File: src/rtl/lsu_wb.sv
// Load/store unit with write-back port for the RV32I core.
// Takes one memory op at a time from execute. It drives a word-addressed
// req/gnt/rvalid data bus, then for loads writes the extended data to the
// register file.
// Optional feature: define LSU_TIMEOUT_EN to add a bus timeout of BUS_TIMEOUT
// cycles in REQ/WAIT_R and to reject misaligned accesses with err.
module lsu_wb #(
  parameter int unsigned ADDR_WIDTH  = 32,
  parameter int unsigned BUS_TIMEOUT = 255
) (
  input  logic                  clk,
  input  logic                  areset,
  input  logic                  req_valid,
  output logic                  req_ready,
  input  logic                  req_we,
  input  logic [2:0]            req_funct3,
  input  logic [ADDR_WIDTH-1:0] req_addr,
  input  logic [31:0]           req_wdata,
  input  logic [4:0]            req_rd,
  output logic                  mem_req,
  input  logic                  mem_gnt,
  output logic                  mem_we,
  output logic [ADDR_WIDTH-1:0] mem_addr,
  output logic [3:0]            mem_be,
  output logic [31:0]           mem_wdata,
  input  logic                  mem_rvalid,
  input  logic [31:0]           mem_rdata,
  output logic                  wb_we,
  output logic [4:0]            wb_rd,
  output logic [31:0]           wb_data,
  output logic                  err
);

  if (BUS_TIMEOUT == 0) begin : g_bad_timeout
    $error("lsu_wb: BUS_TIMEOUT must be non-zero");
  end

  typedef enum logic [1:0] {IDLE, REQ, WAIT_R, WB} state_t;

  state_t      state, state_next;
  logic [2:0]  op_f3;
  logic [1:0]  op_off;
  logic [4:0]  op_rd;
  logic        accept, legal, start, timeout_hit, err_next;
  logic [3:0]  be_new;
  logic [31:0] wdata_new, ldata;
  logic [7:0]  byte_sel;
  logic [15:0] half_sel;

  assign req_ready = (state == IDLE);
  assign mem_req   = (state == REQ);
  assign wb_we     = (state == WB) && (op_rd != '0);
  assign accept    = req_valid && req_ready;

  // Decode which funct3 values are legal for the requested direction
  always_comb begin
    legal = 1'b0;
    if (req_we) begin
      legal = (req_funct3 == 3'b000) || (req_funct3 == 3'b001) || (req_funct3 == 3'b010);
    end else begin
      case (req_funct3)
        3'b000, 3'b001, 3'b010, 3'b100, 3'b101: legal = 1'b1;
        default:                                legal = 1'b0;
      endcase
    end
  end

`ifdef LSU_TIMEOUT_EN
  logic misaligned;

  // Flag accesses whose address is not naturally aligned to the access size
  always_comb begin
    misaligned = 1'b0;
    case (req_funct3[1:0])
      2'b01:   misaligned = req_addr[0];
      2'b10:   misaligned = |req_addr[1:0];
      default: misaligned = 1'b0;
    endcase
  end

  assign start = accept && legal && !misaligned;
`else
  assign start = accept && legal;
`endif

  // Store lane placement; loads always read the full word
  always_comb begin
    be_new    = 4'b1111;
    wdata_new = req_wdata;
    if (req_we) begin
      case (req_funct3[1:0])
        2'b00: begin
          be_new    = 4'b0001 << req_addr[1:0];
          wdata_new = {4{req_wdata[7:0]}};
        end
        2'b01: begin
          be_new    = req_addr[1] ? 4'b1100 : 4'b0011;
          wdata_new = {2{req_wdata[15:0]}};
        end
        default: begin
          be_new    = 4'b1111;
          wdata_new = req_wdata;
        end
      endcase
    end
  end

  // Load lane selection and sign/zero extension of the returned word
  always_comb begin
    byte_sel = mem_rdata[{op_off, 3'b000} +: 8];
    half_sel = op_off[1] ? mem_rdata[31:16] : mem_rdata[15:0];
    case (op_f3)
      3'b000:  ldata = {{24{byte_sel[7]}}, byte_sel};
      3'b001:  ldata = {{16{half_sel[15]}}, half_sel};
      3'b100:  ldata = {24'h0, byte_sel};
      3'b101:  ldata = {16'h0, half_sel};
      default: ldata = mem_rdata;
    endcase
  end

`ifdef LSU_TIMEOUT_EN
  localparam int unsigned CNT_W = (BUS_TIMEOUT > 1) ? $clog2(BUS_TIMEOUT) : 1;
  logic [CNT_W-1:0] to_cnt;

  // Cycles spent in the current REQ or WAIT_R visit; cleared on every state change
  always_ff @(posedge clk or negedge areset) begin
    if (!areset) begin
      to_cnt <= '0;
    end else if ((state_next != state) || !((state == REQ) || (state == WAIT_R))) begin
      to_cnt <= '0;
    end else begin
      to_cnt <= to_cnt + CNT_W'(1);
    end
  end

  assign timeout_hit = ((state == REQ) || (state == WAIT_R)) &&
                       (to_cnt == CNT_W'(BUS_TIMEOUT - 1));
`else
  assign timeout_hit = 1'b0;
`endif

  // State register
  always_ff @(posedge clk or negedge areset) begin
    if (!areset) begin
      state <= IDLE;
    end else begin
      state <= state_next;
    end
  end

  // Next-state logic and error pulse generation
  always_comb begin
    state_next = state;
    err_next   = 1'b0;
    case (state)
      IDLE: begin
        if (accept) begin
          if (start) state_next = REQ;
          else       err_next   = 1'b1;
        end
      end
      REQ: begin
        if (mem_gnt) begin
          state_next = mem_we ? IDLE : WAIT_R;
        end else if (timeout_hit) begin
          state_next = IDLE;
          err_next   = 1'b1;
        end
      end
      WAIT_R: begin
        if (mem_rvalid) begin
          state_next = WB;
        end else if (timeout_hit) begin
          state_next = IDLE;
          err_next   = 1'b1;
        end
      end
      WB:      state_next = IDLE;
      default: state_next = IDLE;
    endcase
  end

  // Capture the accepted op; bus fields then stay stable until the grant
  always_ff @(posedge clk or negedge areset) begin
    if (!areset) begin
      op_f3     <= '0;
      op_off    <= '0;
      op_rd     <= '0;
      mem_we    <= 1'b0;
      mem_be    <= '0;
      mem_addr  <= '0;
      mem_wdata <= '0;
    end else if (start) begin
      op_f3     <= req_funct3;
      op_off    <= req_addr[1:0];
      op_rd     <= req_rd;
      mem_we    <= req_we;
      mem_be    <= be_new;
      mem_addr  <= {req_addr[ADDR_WIDTH-1:2], 2'b00};
      mem_wdata <= wdata_new;
    end
  end

  // Write-back address/data, loaded when read data arrives and held afterwards
  always_ff @(posedge clk or negedge areset) begin
    if (!areset) begin
      wb_rd   <= '0;
      wb_data <= '0;
    end else if ((state == WAIT_R) && mem_rvalid) begin
      wb_rd   <= op_rd;
      wb_data <= ldata;
    end
  end

  // Error pulse register
  always_ff @(posedge clk or negedge areset) begin
    if (!areset) begin
      err <= 1'b0;
    end else begin
      err <= err_next;
    end
  end

endmodule

File: config.mk
export PLATFORM = sky130hd
export DESIGN_NAME = lsu_wb
export DESIGN_NICKNAME = d
export VERILOG_FILES = /design/src/rtl/lsu_wb.sv
export SDC_FILE = /design/constraint.sdc
export NUM_CORES = 1
export LEC_CHECK = 0
export BUFFER_PORTS_ARGS = -buffer_cell sky130_fd_sc_hd__buf_2
export CAP_MARGIN = 20
export CORE_ASPECT_RATIO = 0.8
export CORE_MARGIN = 2
export CORE_UTILIZATION = 44
export CTS_CLUSTER_SIZE = 24
export DETAILED_ROUTE_END_ITERATION = 8
export PLACE_DENSITY = 0.86
export SYNTH_ARGS = -nofsm -noshare
export SYNTH_HDL_FRONTEND = slang
export SYNTH_SLANG_ARGS = --single-unit
File: constraint.sdc
create_clock -name clk -period 1.6 [get_ports clk]
set_input_delay 0.32 -clock clk [delete_from_list [all_inputs] [get_ports clk]]
set_output_delay 0.32 -clock clk [all_outputs]
set_load 0.005 [all_outputs]
After elaboration in Yosys (flattened, before gate mapping)
Index checks and enable logic that the tools add are counted.
{ "op_classes": {"n_eq_ne": 15, "shift": 2, "muxes": 18, "n_reduce_logical": 13} }
{ "ops": {"columns": ["op", "count"], "rows": [
  ["$pmux 32 s4", 1],
  ["$pmux 32 s2", 1],
  ["$mux 32", 1],
  ["$shiftx 32x6->8", 1],
  ["$mux 16", 1],
  ["$eq 3x3->1 const B", 4],
  ["$mux 2", 5],
  ["$mux 4", 2],
  ["$pmux 2 s4", 1],
  ["$pmux 4 s2", 1],
  ["$eq 3x1->1 const B", 2],
  ["$logic_not 3->1", 2],
  ["$ne 2x1->1 const B", 3],
  ["$mux 1", 5],
  ["$reduce_bool 5->1", 1],
  ["$reduce_or 5->1", 1],
  ["$eq 2x1->1 const B", 2],
  ["$eq 2x2->1 const B", 2],
  ["$logic_and 1x1->1", 4],
  ["$logic_not 2->1", 2],
  ["$reduce_and 4->1", 1],
  ["$shl 1x2->4 const A", 1],
  ["$eq 3x2->1 const B", 1],
  ["$logic_or 1x1->1", 2],
  ["$ne 2x2->1 const B", 1]
]} }
{ "word_totals": {"reg_bits": 117, "in_bits": 110, "out_inout_bits": 110, "word_cells": 59} }

Longest topological paths before layout
Gate-level depths: netlist of run 1.
{ "logic_depth": {"depth_word": 8, "depth_mapped": 8, "depth_no_buf": 4} }

Least setup slack after synthesis of run 1
OpenSTA, ideal clock, no wires.
{ "synth_timing": {"kind": "register to register", "start": "register (tool-made name)", "end": "register mem_be[0]", "setup_time_ns": 0.133, "arrival_ns": 1.583, "t_required_ns": 1.467, "path_slack_ns": -0.116, "path_stages_with_launch": 9, "n_path_buf": 4, "period_less_slack_ns": 1.716, "cell_sequence": "dfrtp_1 -> buf_6 -> or3b_4 -> a21o_1 -> buf_6 -> buf_6 -> buf_2 -> nand2_1 -> o21ai_0"} }
{ "synth_rtl": {"columns": ["item", "line_no", "rtl"], "rows": [
  ["end signal, assigned", "198", "mem_be <= be_new;"],
  ["end, declared", "24", "output logic [3:0] mem_be,"]
]} }

Final worst setup path of run 1
{ "layout_timing": {"start": "register op_rd[3]", "end": "output wb_we"} }
{ "layout_via": {"elab_chain_cells": 2} }
{ "layout_lines": {"columns": ["item", "line_no", "rtl"], "rows": [
  ["start, declared", "43", "logic [4:0] op_rd;"],
  ["start signal, assigned", "196", "op_rd <= req_rd;"],
  ["$reduce_bool 5->1", "52", "assign wb_we = (state == WB) && (op_rd != '0);"],
  ["$logic_and 1x1->1", "52", null],
  ["end, declared", "28", "output logic wb_we,"]
]} }
No other way between the ends.

==> results by group, run 1 <==
STA
  • Pins Over Slew Limit: 0
  • Final setup vio count: 86
  • Final setup margin: -0.3019 ns
  • Hold_ws: approximately 0.14 ns
  • Final hold violation count: 0
  • Unrepaired setup endpoints after global routing: yes
  • Clock skew: a little over 0.008 ns
  • Period utilization: 118.9%
  • FMAX: around 530 MHz
  • Final critical-path required period: 1.902 ns

Power
  • Seq pwr share: about a third
  • Clock network power share: a little over a quarter
  • Internal power: approximately 11000 uW
  • PwrDens: roughly 2000 nW/um2
  • Max VDD drop: around 1200 uV
  • Logic pwr share: between 40% and 50%
  • Leakage: approximately 0.0042 uW
  • Pwr Total: 16210 uW
  • Switching fraction of total power: roughly a third
  • Psw: around 5500 uW

Worst setup path
  • Slowest stage delay, CP: between 0.3 and 0.4 ns
  • Crit path kind: reg2out
  • CP Buf/Inv Count: 1
  • Reg2Reg Setup Slack: -0.17 ns
  • Critical-path top delay cell: or3_4
  • Worst R2R Start: state[0]$_DFFE_PN0P_
  • Critical Path End Type: primary output
  • Critical Path AT: around 1.6 ns
  • Crit path cell chain: or3_4 -> o311a_1 -> buf_2
  • Data required, critical path: approximately 1.3 ns
  • Reg2Reg Depth: 5
  • CP max FO: 2
  • Worst R2R End: mem_addr[31]$_DFFE_PN0P_
  • Startpoint types: register
  • CP top delay family: simple AND/OR/NAND/NOR gates

Route
  • Routed via count: slightly above 5000
  • Routed wire length: ~18 mm
  • Initial DRT Pass Iterations: 5
  • Vias per inst: approximately 5.5
  • Remaining DRCs: 0
  • Remaining antenna violation count after routing: 0
  • 1st-iter DRT viols: between 200 and 300
  • WL/cell: ~20 um

Die
  • Row Count: 35
  • Die W: about 130 um
  • Top-level port count: 220
  • Chip Height: about 100 um
  • Placeable Area: approximately 12000 um2
  • Initial Util: between 40% and 50%
  • Die ar.: about 13000 um2

Clocking
  • CTS tree: done
  • Cts bufs inserted: 17
  • CTS sink cnt: roughly 120
  • Clock transition at path regs: approximately 0.06 ns
  • CTS Root Cell: clkbuf_16
  • H-tree depth: 4
  • CTS Buffer Depth: 2
  • Clock Latency Late Sink: approximately 0.41 ns

Logic synthesis
  • Most frequent cell after synthesis: dfrtp_1
  • Xor-xnor portion of the synthesized cell area: 0%
  • Largest family of logic cells by synthesized area: multiplexers
  • Synth Area in Adders: 0%
  • Synthesized area: ~5300 um2
  • Synth Area in Compound Gates: a little over a tenth
  • Cell taking the most area after synthesis: dfrtp_1
  • Mux cell area share after synthesis: roughly 16%
  • Seq/Total Area, Yosys: between 50% and 60%
  • Synth warnings: 0
  • Top FF cell, synth: dfrtp_1
  • Mapped Cells: just under 500
  • Synth unique cells: 39
  • Synth top cells by count: dfrtp_1, nand2_1, mux2_2, nand3_1, o21ai_0
  • Number of synthesized flops with an enable pin: 0
  • FFs w/ async S/R, synth: 100.0%
  • Yosys reg bits: around 120
  • Area fraction of the dominant cell type after synthesis: between 50% and 60%
  • Syn avg cell area: 10.93 um2
  • Simple-Gate Fraction of Synth Area: between 10% and 20%
  • Synth area leaders: dfrtp_1, mux2_2, nand2_1

Placement
  • Gpl congestion: 0.8434
  • Port-buffer cells: about 220
  • Post-DP HPWL: 10.70 mm

Finish
  • Nets: between 800 and 900
  • Register Area: approximately 3000 um2
  • Util after Layout: between 70% and 80%
  • Layout cell share with drive strength beyond 1: a little under three fifths
  • FILL cells: a little over 800
  • Synthesis-to-finish area growth: 53.96%
  • Multi-input gate area: around 2500 um2

Min path
  • Hold WC Path Type: in2reg
  • Hold Path Stages: 2
  • Hold worst-path end: mem_addr[29]$_DFFE_PN0P_
  • Hold path start: req_addr[29]

Global routing
  • Total Routing Usage GR: 25.68%
  • Vias in the first global route: roughly 5100
  • GRT overflow: 0
  • Initial antenna violation count: 1
  • First-pass GRT wire length: about 26 mm
  • Largest net degree at the start of global routing: 36

Run status
  • Status: finished with violations
  • Failing checks: negative setup slack

Flow run
  • Maxcap violations: 0
==> repair_timing <==
| item | 4_1_cts | 5_1_grt |
|---|---|---|
| cloned | 8 | 7 |
| endpoints found under the setup margin | 42 | 106 |
| resized for setup | 28 | 92 |
| endpoints found under the hold margin | 18 | 0 |
| pin swaps | 2 | 21 |
| buffers inserted | 9 | 9 |
| hold buffers | 1 | 0 |
==> flip-flops by register name, indices dropped and copies added (netlist names), named ones only <==
signal     count
wb_rd          5
state          1
mem_wdata     32
mem_be         4
mem_addr      30
op_rd          5
mem_we         1
wb_data       32
err            1
op_f3          3
op_off         2
==> placed cells by master, fill, tap and decap left out, drive strengths merged, types with 5 or more instances in the layout <==
master and count:
nand3 32, clkbuf 25, o31ai 7, buf 272, mux2i 16, bufinv 5
mux2 61, nand2 94, or3 9, nor2 17, a311oi 7, dfrtp 117
a21oi 8, a31oi 9, o211ai 11, clkinv 6, o21ai 30, o22ai 7
==> area by class of cell <==
cell class / count / area share, %
Sequential cell: 117 / 35.74
Tap cell: 148 / 2.259
Antenna cell: 1 / 0.03053
Inverter: 4 / 0.2290
Timing Repair Buffer: 278 / 23.49
Multi-Input combinational cell: 332 / 30.33
Clock inverter: 12 / 2.473
Clock buffer: 20 / 5.450
==> metal layers <==
layer	up-vias	global-route usage (%)	part of all wire [%]
met5	-	0	0
met4	0	8.791	2.5
met3	48	7.173	8.2
met2	263	44.87	50
met1	2466	31.09	39
li1	2250	-	-
==> power groups by stage <==
stage | combinational, uW | clock [uW] | sequential [uW]
floorplan | 2710 | 0 | 5360
global placement | 5040 | 0 | 5270
detailed placement | 5230 | 0 | 5310
CTS | 5810 | 4230 | 5310
global route | 7130 | 4400 | 5610
finish | 6540 | 4210 | 5460
==> per-stage QoR <==
| step | setup WS, ns | TNS, ns | cells | instance area [um2] |
|---|---|---|---|---|
| final | -0.3019 | -7.745 | 912 | 8197 |
| after CTS | -0.3177 | -4.810 | 897 | 7709 |
| after detailed placement | -0.05181 | -1.336 | 847 | 6698 |
| after global routing | -0.3533 | -11.60 | 912 | 8197 |
| after floorplan | -0.08886 | -4.606 | 488 | 5349 |
| after global placement | -0.01198 | -0.3659 | 847 | 6698 |
==> worst max-delay path by stage <==
| stage | from | to | cells past startpoint |
|---|---|---|---|
| 6_report | op_rd[3]$_DFFE_PN0P_ | wb_we | 3 |
| 2_1_floorplan | register | op_f3[0]$_DFFE_PN0P_ | 6 |
| 5_1_grt | op_rd[3]$_DFFE_PN0P_ | wb_we | 3 |
| 3_3_place_gp | req_valid | mem_addr[28]$_DFFE_PN0P_ | 5 |
| 4_1_cts | op_rd[3]$_DFFE_PN0P_ | wb_we | 3 |
| 3_5_place_dp | req_valid | mem_addr[30]$_DFFE_PN0P_ | 5 |
==> logic make-up after synthesis <==
logic type | after synthesis
other | 1
flip-flops | 117
multiplexers | 77
buffers and inverters | 40
AND/OR/NAND/NOR | 166
AO/OA/AOI/OAI | 86
Note: power is estimated with default switching activity, not from simulation.
==> run 2: changes to the inputs <==
==> constraint.sdc (replaced) <==
create_clock -name clk -period 1.6 [get_ports clk]
set_input_delay 0.08 -clock clk [delete_from_list [all_inputs] [get_ports clk]]
set_output_delay 0.08 -clock clk [all_outputs]
set_load 0.005 [all_outputs]
==> run 2 against run 1 <==
Against the previous run:
- the run still ends with negative setup slack left
- non-clock buffer count increased by 68
- fmax increased by 12%
- clock power decreased by 8.6%
- power decreased by 5.9%
- hold slack got worse by 0.13 ns
- die area unchanged
- utilization increased by 2.5 points
- register-to-register slack improved by 0.07 ns
- wire length increased by 6.6%
- clock skew about the same
- flip-flop and latch count unchanged
- sequential power decreased by 1%
==> results by group, run 2 (synthesis gave the netlist of run 1 again) <==
Worst setup path
  • Startpoint types: register
  • CP top delay family: simple AND/OR/NAND/NOR gates
  • CP max FO: 6
  • Crit path cell chain: or3b_4 -> a21o_4 -> clkbuf_16 -> mux2_4
  • Critical-path top delay cell: or3b_4
  • Worst R2R End: op_rd[2]$_DFFE_PN0P_
  • Slowest stage delay, CP: 0.44 ns
  • Worst R2R Start: state[0]$_DFFE_PN0P_
  • Reg2Reg Setup Slack: -0.1 ns
  • Data required, critical path: 1.89 ns
  • Reg2Reg Depth: 4
  • Critical Path End Type: register
  • Crit path kind: reg2reg
  • CP Buf/Inv Count: 1
  • Worst path depth: 4
  • Critical Path AT: roughly 2.0 ns

STA
  • Hold_ws: approximately 0.014 ns
  • Final setup vio count: 50
  • Pins Over Slew Limit: 0
  • Final critical-path required period: about 1.7 ns
  • Clock skew: 0.008718 ns
  • Slew @ Worst Pin: ~0.53 ns
  • Period utilization: 106.0%
  • Final hold violation count: 0
  • Rel. slew slack: between 60% and 70%
  • Final setup margin: -0.09593 ns
  • Final setup TNS: -2.787 ns
  • FMAX: between 500 and 600 MHz
  • Unrepaired setup endpoints after global routing: yes

Route
  • WL/cell: a little under 20 um
  • Remaining DRCs: 0
  • Routed via count: about 5400
  • 1st-iter DRT viols: ~330
  • Vias per inst: ~5.5
  • Initial DRT Pass Iterations: 5
  • Remaining antenna violation count after routing: 0
  • Routed wire length: 18.96 mm

Clocking
  • Clock Latency Late Sink: roughly 0.4 ns
  • CTS Buffer Depth: 2
  • CTS tree: done
  • CTS Root Cell: clkbuf_16
  • CTS sink cnt: roughly 120
  • Cts bufs inserted: 17
  • H-tree depth: 4
  • Clock transition at path regs: roughly 0.060 ns

Finish
  • Antenna fix cells: 0
  • Synthesis-to-finish area growth: 59.34%
  • Commonest non-fill, non-tap cell in the layout: buf_2
  • Layout cell share with drive strength beyond 1: ~44%
  • Multi-input gate area: between 2000 and 2500 um2
  • FILL cells: roughly 750
  • Most frequent cells in the layout: buf_2, dfrtp_1, dlygate4sd3_1
  • Nets: approximately 930
  • Register Area: a little under 3000 um2
  • Util after Layout: between 70% and 80%
  • Top flop regs: mem_wdata x32, wb_data x32, mem_addr x30

Power
  • PwrDens: 1798 nW/um2
  • Max VDD drop: roughly 1100 uV
  • Leakage: approximately 0.0043 uW
  • Pwr Total: 15260 uW

Global routing
  • GRT overflow: 0
  • Vias in the first global route: 5577
  • Largest net degree at the start of global routing: 48
  • Total Routing Usage GR: roughly 28%
  • Initial antenna violation count: 0
  • First-pass GRT wire length: about 28 mm

Die
  • Row Count: 35
  • Die ar.: around 13000 um2
  • Initial Util: 45.70%
  • Placeable Area: between 10000 and 15000 um2
  • Die W: roughly 130 um
  • Chip Height: just over 100 um
  • Top-level port count: between 200 and 250

Placement
  • Port-buffer cells: between 200 and 250
  • Gpl congestion: 0.8223
  • Post-DP HPWL: 10.57 mm

Run status
  • Failing checks: negative setup slack
  • Status: finished with violations

Min path
  • Hold worst-path end: wb_data[4]$_DFFE_PN0P_
  • Hold WC Path Type: in2reg
  • Hold path start: mem_rdata[4]
  • Hold Path Stages: 3

Flow run
  • Maxcap violations: 0
## run 2: report_power, final
part	leakage [uW]	switching, uW	total (uW)	internal, uW
Clock	0.000286	1380	3850	2470
Sequential	0.00142	936	5390	4450
Combinational	0.00255	2900	6020	3120
Total	0.00425	5220	15300	10000
## run 2: timing repair
item,4_1_cts,5_1_grt
gates resized for setup,5,20
hold buffers,90,0
buffers inserted,2,2
endpoints found under the setup margin,48,98
pin swaps,0,2
gates cloned,3,7
hold endpoints to repair,124,0
## run 2: worst register-to-register path: cells and delay by family (launching register included)
family	cells	cell delay [ns]
AND/OR/NAND/NOR	1	0.44
flip-flops	1	0.38
multiplexers	1	0.29
AO/OA/AOI/OAI	1	0.28
buffers and inverters	1	0.19
## run 2: worst max path at each step
stage                              start                      end  slack, ns
floorplan                       register     op_f3[0]$_DFFE_PN0P_      -0.09
global placement    state[0]$_DFFE_PN0P_  mem_addr[9]$_DFFE_PN0P_     0.0002
detailed placement  state[0]$_DFFE_PN0P_  mem_addr[9]$_DFFE_PN0P_      -0.03
CTS                 op_rd[1]$_DFFE_PN0P_                    wb_we      -0.07
global route        op_rd[1]$_DFFE_PN0P_                    wb_we      -0.11
finish              state[0]$_DFFE_PN0P_     op_rd[2]$_DFFE_PN0P_       -0.1
## run 2: routing by layer
layer  up-vias  wire length (um)  GRT usage [%]
met3        60              1583          8.534
met2       316              9422          47.89
met4         0               678          12.26
met1      2636              7274          32.65
met5         -                 0              0
li1       2390                 -              -
## run 2: final cells by class
type | count | share of cell area, %
multi-input combinational | 332 | 26.42
sequential | 117 | 34.51
clock buffer | 21 | 5.310
inverter | 4 | 0.2212
clock inverter | 10 | 1.549
tap | 148 | 2.183
timing repair buffer | 346 | 29.81
## run 2: through the flow
stage               std cells  setup slack [ns]  area (um2)
floorplan                 488          -0.08886        5349
global placement          843         0.0001641        6668
detailed placement        843          -0.03479        6668
CTS                       969          -0.07403        8257
global route              978           -0.1069        8483
finish                    978          -0.09593        8483
==> run 3: changes to the inputs <==
==> constraint.sdc (replaced) <==
create_clock -name clk -period 1.6 [get_ports clk]
set_input_delay 0.08 -clock clk [delete_from_list [all_inputs] [get_ports clk]]
set_output_delay 0.08 -clock clk [all_outputs]
set_load 0.02 [all_outputs]
==> run 3 against run 2 <==
Against the previous run:
- worst setup slack worse by 0.026 ns
- final area grew 1.4%
- largest cell class unchanged
- first-iteration DRC count is 50% higher
- critical path depth is the same
- sequential share of layout area fell by 0.48 points
- die area unchanged
- the run still ends with negative setup slack left
- fmax shrank 1.5%
- hold slack got worse by 0.0039 ns
- critical endpoint is now mem_wdata[20]$_DFFE_PN0P_
==> results by group, run 3 (synthesis gave the netlist of run 1 again) <==
Worst setup path
  • CP top delay family: compound AO/OA/AOI/OAI gates
  • Worst R2R End: mem_wdata[20]$_DFFE_PN0P_
  • Worst R2R Start: state[0]$_DFFE_PN0P_
  • Critical Path End Type: register
  • Critical Path AT: between 2 and 2.5 ns
  • Crit path kind: reg2reg
  • Critical-path top delay cell: or3b_4
  • Slowest stage delay, CP: 0.45 ns
  • Crit path cell chain: or3b_4 -> a21o_4 -> buf_16 -> o21ai_1
  • Reg2Reg Setup Slack: -0.12 ns
  • Data required, critical path: 1.89 ns
  • Reg2Reg Depth: 4
  • Startpoint types: register
  • CP max FO: 24
  • CP Buf/Inv Count: 1

Die
  • Placeable Area: between 10000 and 15000 um2
  • Row Count: 35
  • Die W: approximately 130 um
  • Initial Util: a little under half
  • Chip Height: 102.4 um
  • Top-level port count: 220
  • Die ar.: approximately 13000 um2

Finish
  • Top flop regs: mem_wdata x32, wb_data x32, mem_addr x30
  • Antenna fix cells: 0
  • Nets: about 930
  • Most frequent cells in the layout: buf_2, dfrtp_1, dlygate4sd3_1
  • Register Area: slightly below 3000 um2
  • Synthesis-to-finish area growth: 61.60%
  • Commonest non-fill, non-tap cell in the layout: buf_2
  • FILL cells: around 700
  • Multi-input gate area: between 2000 and 2500 um2
  • Layout cell share with drive strength beyond 1: 46.27%
  • Util after Layout: 73.86%

STA
  • FMAX: between 500 and 600 MHz
  • Period utilization: 107.6%
  • Final setup vio count: between 60 and 70
  • Final critical-path required period: 1.722 ns
  • Hold_ws: roughly 0.01 ns
  • Unrepaired setup endpoints after global routing: yes
  • Clock skew: between 0.009 and 0.01 ns
  • Final setup margin: -0.1216 ns
  • Pins Over Slew Limit: 0
  • Final hold violation count: 0

Clocking
  • Clock Latency Late Sink: approximately 0.4 ns
  • CTS Root Cell: clkbuf_16
  • CTS Buffer Depth: 2
  • CTS sink cnt: 117
  • Clock transition at path regs: 0.06 ns
  • CTS tree: done
  • Cts bufs inserted: 17
  • H-tree depth: 4

Placement
  • Gpl congestion: about 0.86
  • Post-DP HPWL: about 11 mm
  • Port-buffer cells: about 220

Min path
  • Hold worst-path end: wb_data[5]$_DFFE_PN0P_
  • Hold path start: mem_rdata[5]
  • Hold Path Stages: 3
  • Hold WC Path Type: in2reg

Route
  • Routed wire length: between 20 and 25 mm
  • Remaining DRCs: 0
  • WL/cell: 21.15 um
  • 1st-iter DRT viols: roughly 500
  • Vias per inst: 5.789
  • Remaining antenna violation count after routing: 0
  • Initial DRT Pass Iterations: 7
  • Routed via count: 5673

Power
  • Leakage: approximately 0.0043 uW
  • PwrDens: roughly 2000 nW/um2
  • Max VDD drop: approximately 1300 uV

Global routing
  • Total Routing Usage GR: 28.69%
  • GRT overflow: 0
  • Largest net degree at the start of global routing: 36
  • Initial antenna violation count: 0
  • Vias in the first global route: about 5600
  • First-pass GRT wire length: 28.66 mm

Run status
  • Status: finished with violations
  • Failing checks: negative setup slack

Flow run
  • Maxcap violations: 0
==> run 3: changes by cell type in the layout (fill, tap and decap cells not counted), moves of 4 or more <==
cell           previous run  this run
o21ai_1                  11        22
nand2_1                  87        82
buf_6                     3         8
nand2_2                   6        10
dlygate4sd3_1            90        84
o21ai_0                  18         5
==> run 3: timing repair <==
| item | 4_1_cts | 5_1_grt |
|---|---|---|
| endpoints found under the setup margin | 38 | 91 |
| cloned | 1 | 10 |
| endpoints found under the hold margin | 136 | 1 |
| resized for setup | 6 | 53 |
| hold buffers | 83 | 1 |
| pin swaps | 1 | 8 |
| buffers inserted | 2 | 7 |
==> run 3: worst max-delay path by stage <==
stage / depth (start not counted) / end / from
finish: 4 / mem_wdata[20]$_DFFE_PN0P_ / state[0]$_DFFE_PN0P_
global route: 3 / wb_we / op_rd[0]$_DFFE_PN0P_
CTS: 3 / wb_we / op_rd[0]$_DFFE_PN0P_
floorplan: 6 / op_f3[0]$_DFFE_PN0P_ / register
detailed placement: 4 / wb_data[5]$_DFFE_PN0P_ / op_off[1]$_DFFE_PN0P_
global placement: 6 / mem_wdata[27]$_DFFE_PN0P_ / state[0]$_DFFE_PN0P_
==> run 3: layer usage <==
layer  part of all wire, %  GRT usage [%]  vias up
met5                     0              0        -
met4                   4.9          14.03        0
met3                    10          9.948      117
met2                    49          48.22      445
met1                    36          33.32     2708
li1                      -              -     2403
==> run 3: tightest hold or removal path: stages <==
cell	delay [ns]
buf_2	0.07
a311oi_1	0.06
o31ai_4	0.17
==> run 3: per-stage QoR <==
stage / worst slack (ns) / cell area [um2] / TNS (ns) / instances / total power, uW
3_5_place_dp: -0.1030 / 6703 / -0.8727 / 846 / 12130
3_3_place_gp: 0.01217 / 6703 / 0 / 846 / 11900
2_1_floorplan: -0.08886 / 5349 / -4.687 / 488 / 9630
4_1_cts: -0.09934 / 8198 / -0.4544 / 962 / 16360
5_1_grt: -0.1512 / 8603 / -4.344 / 980 / 18140
6_report: -0.1216 / 8603 / -2.341 / 980 / 17420
==> run 3: cell type report <==
class	count	area share, %
Clock buffer	20	5.425
Clock inverter	10	1.513
Inverter	4	0.2182
Multi-Input combinational cell	333	26.76
Sequential cell	117	34.03
Tap cell	148	2.152
Timing Repair Buffer	348	29.90
==> run 3: power breakdown <==
group          switching (uW)  internal, uW  total (uW)
clock network            1390          2540        3930
registers                1010          4450        5460
logic                    4720          3290        8020
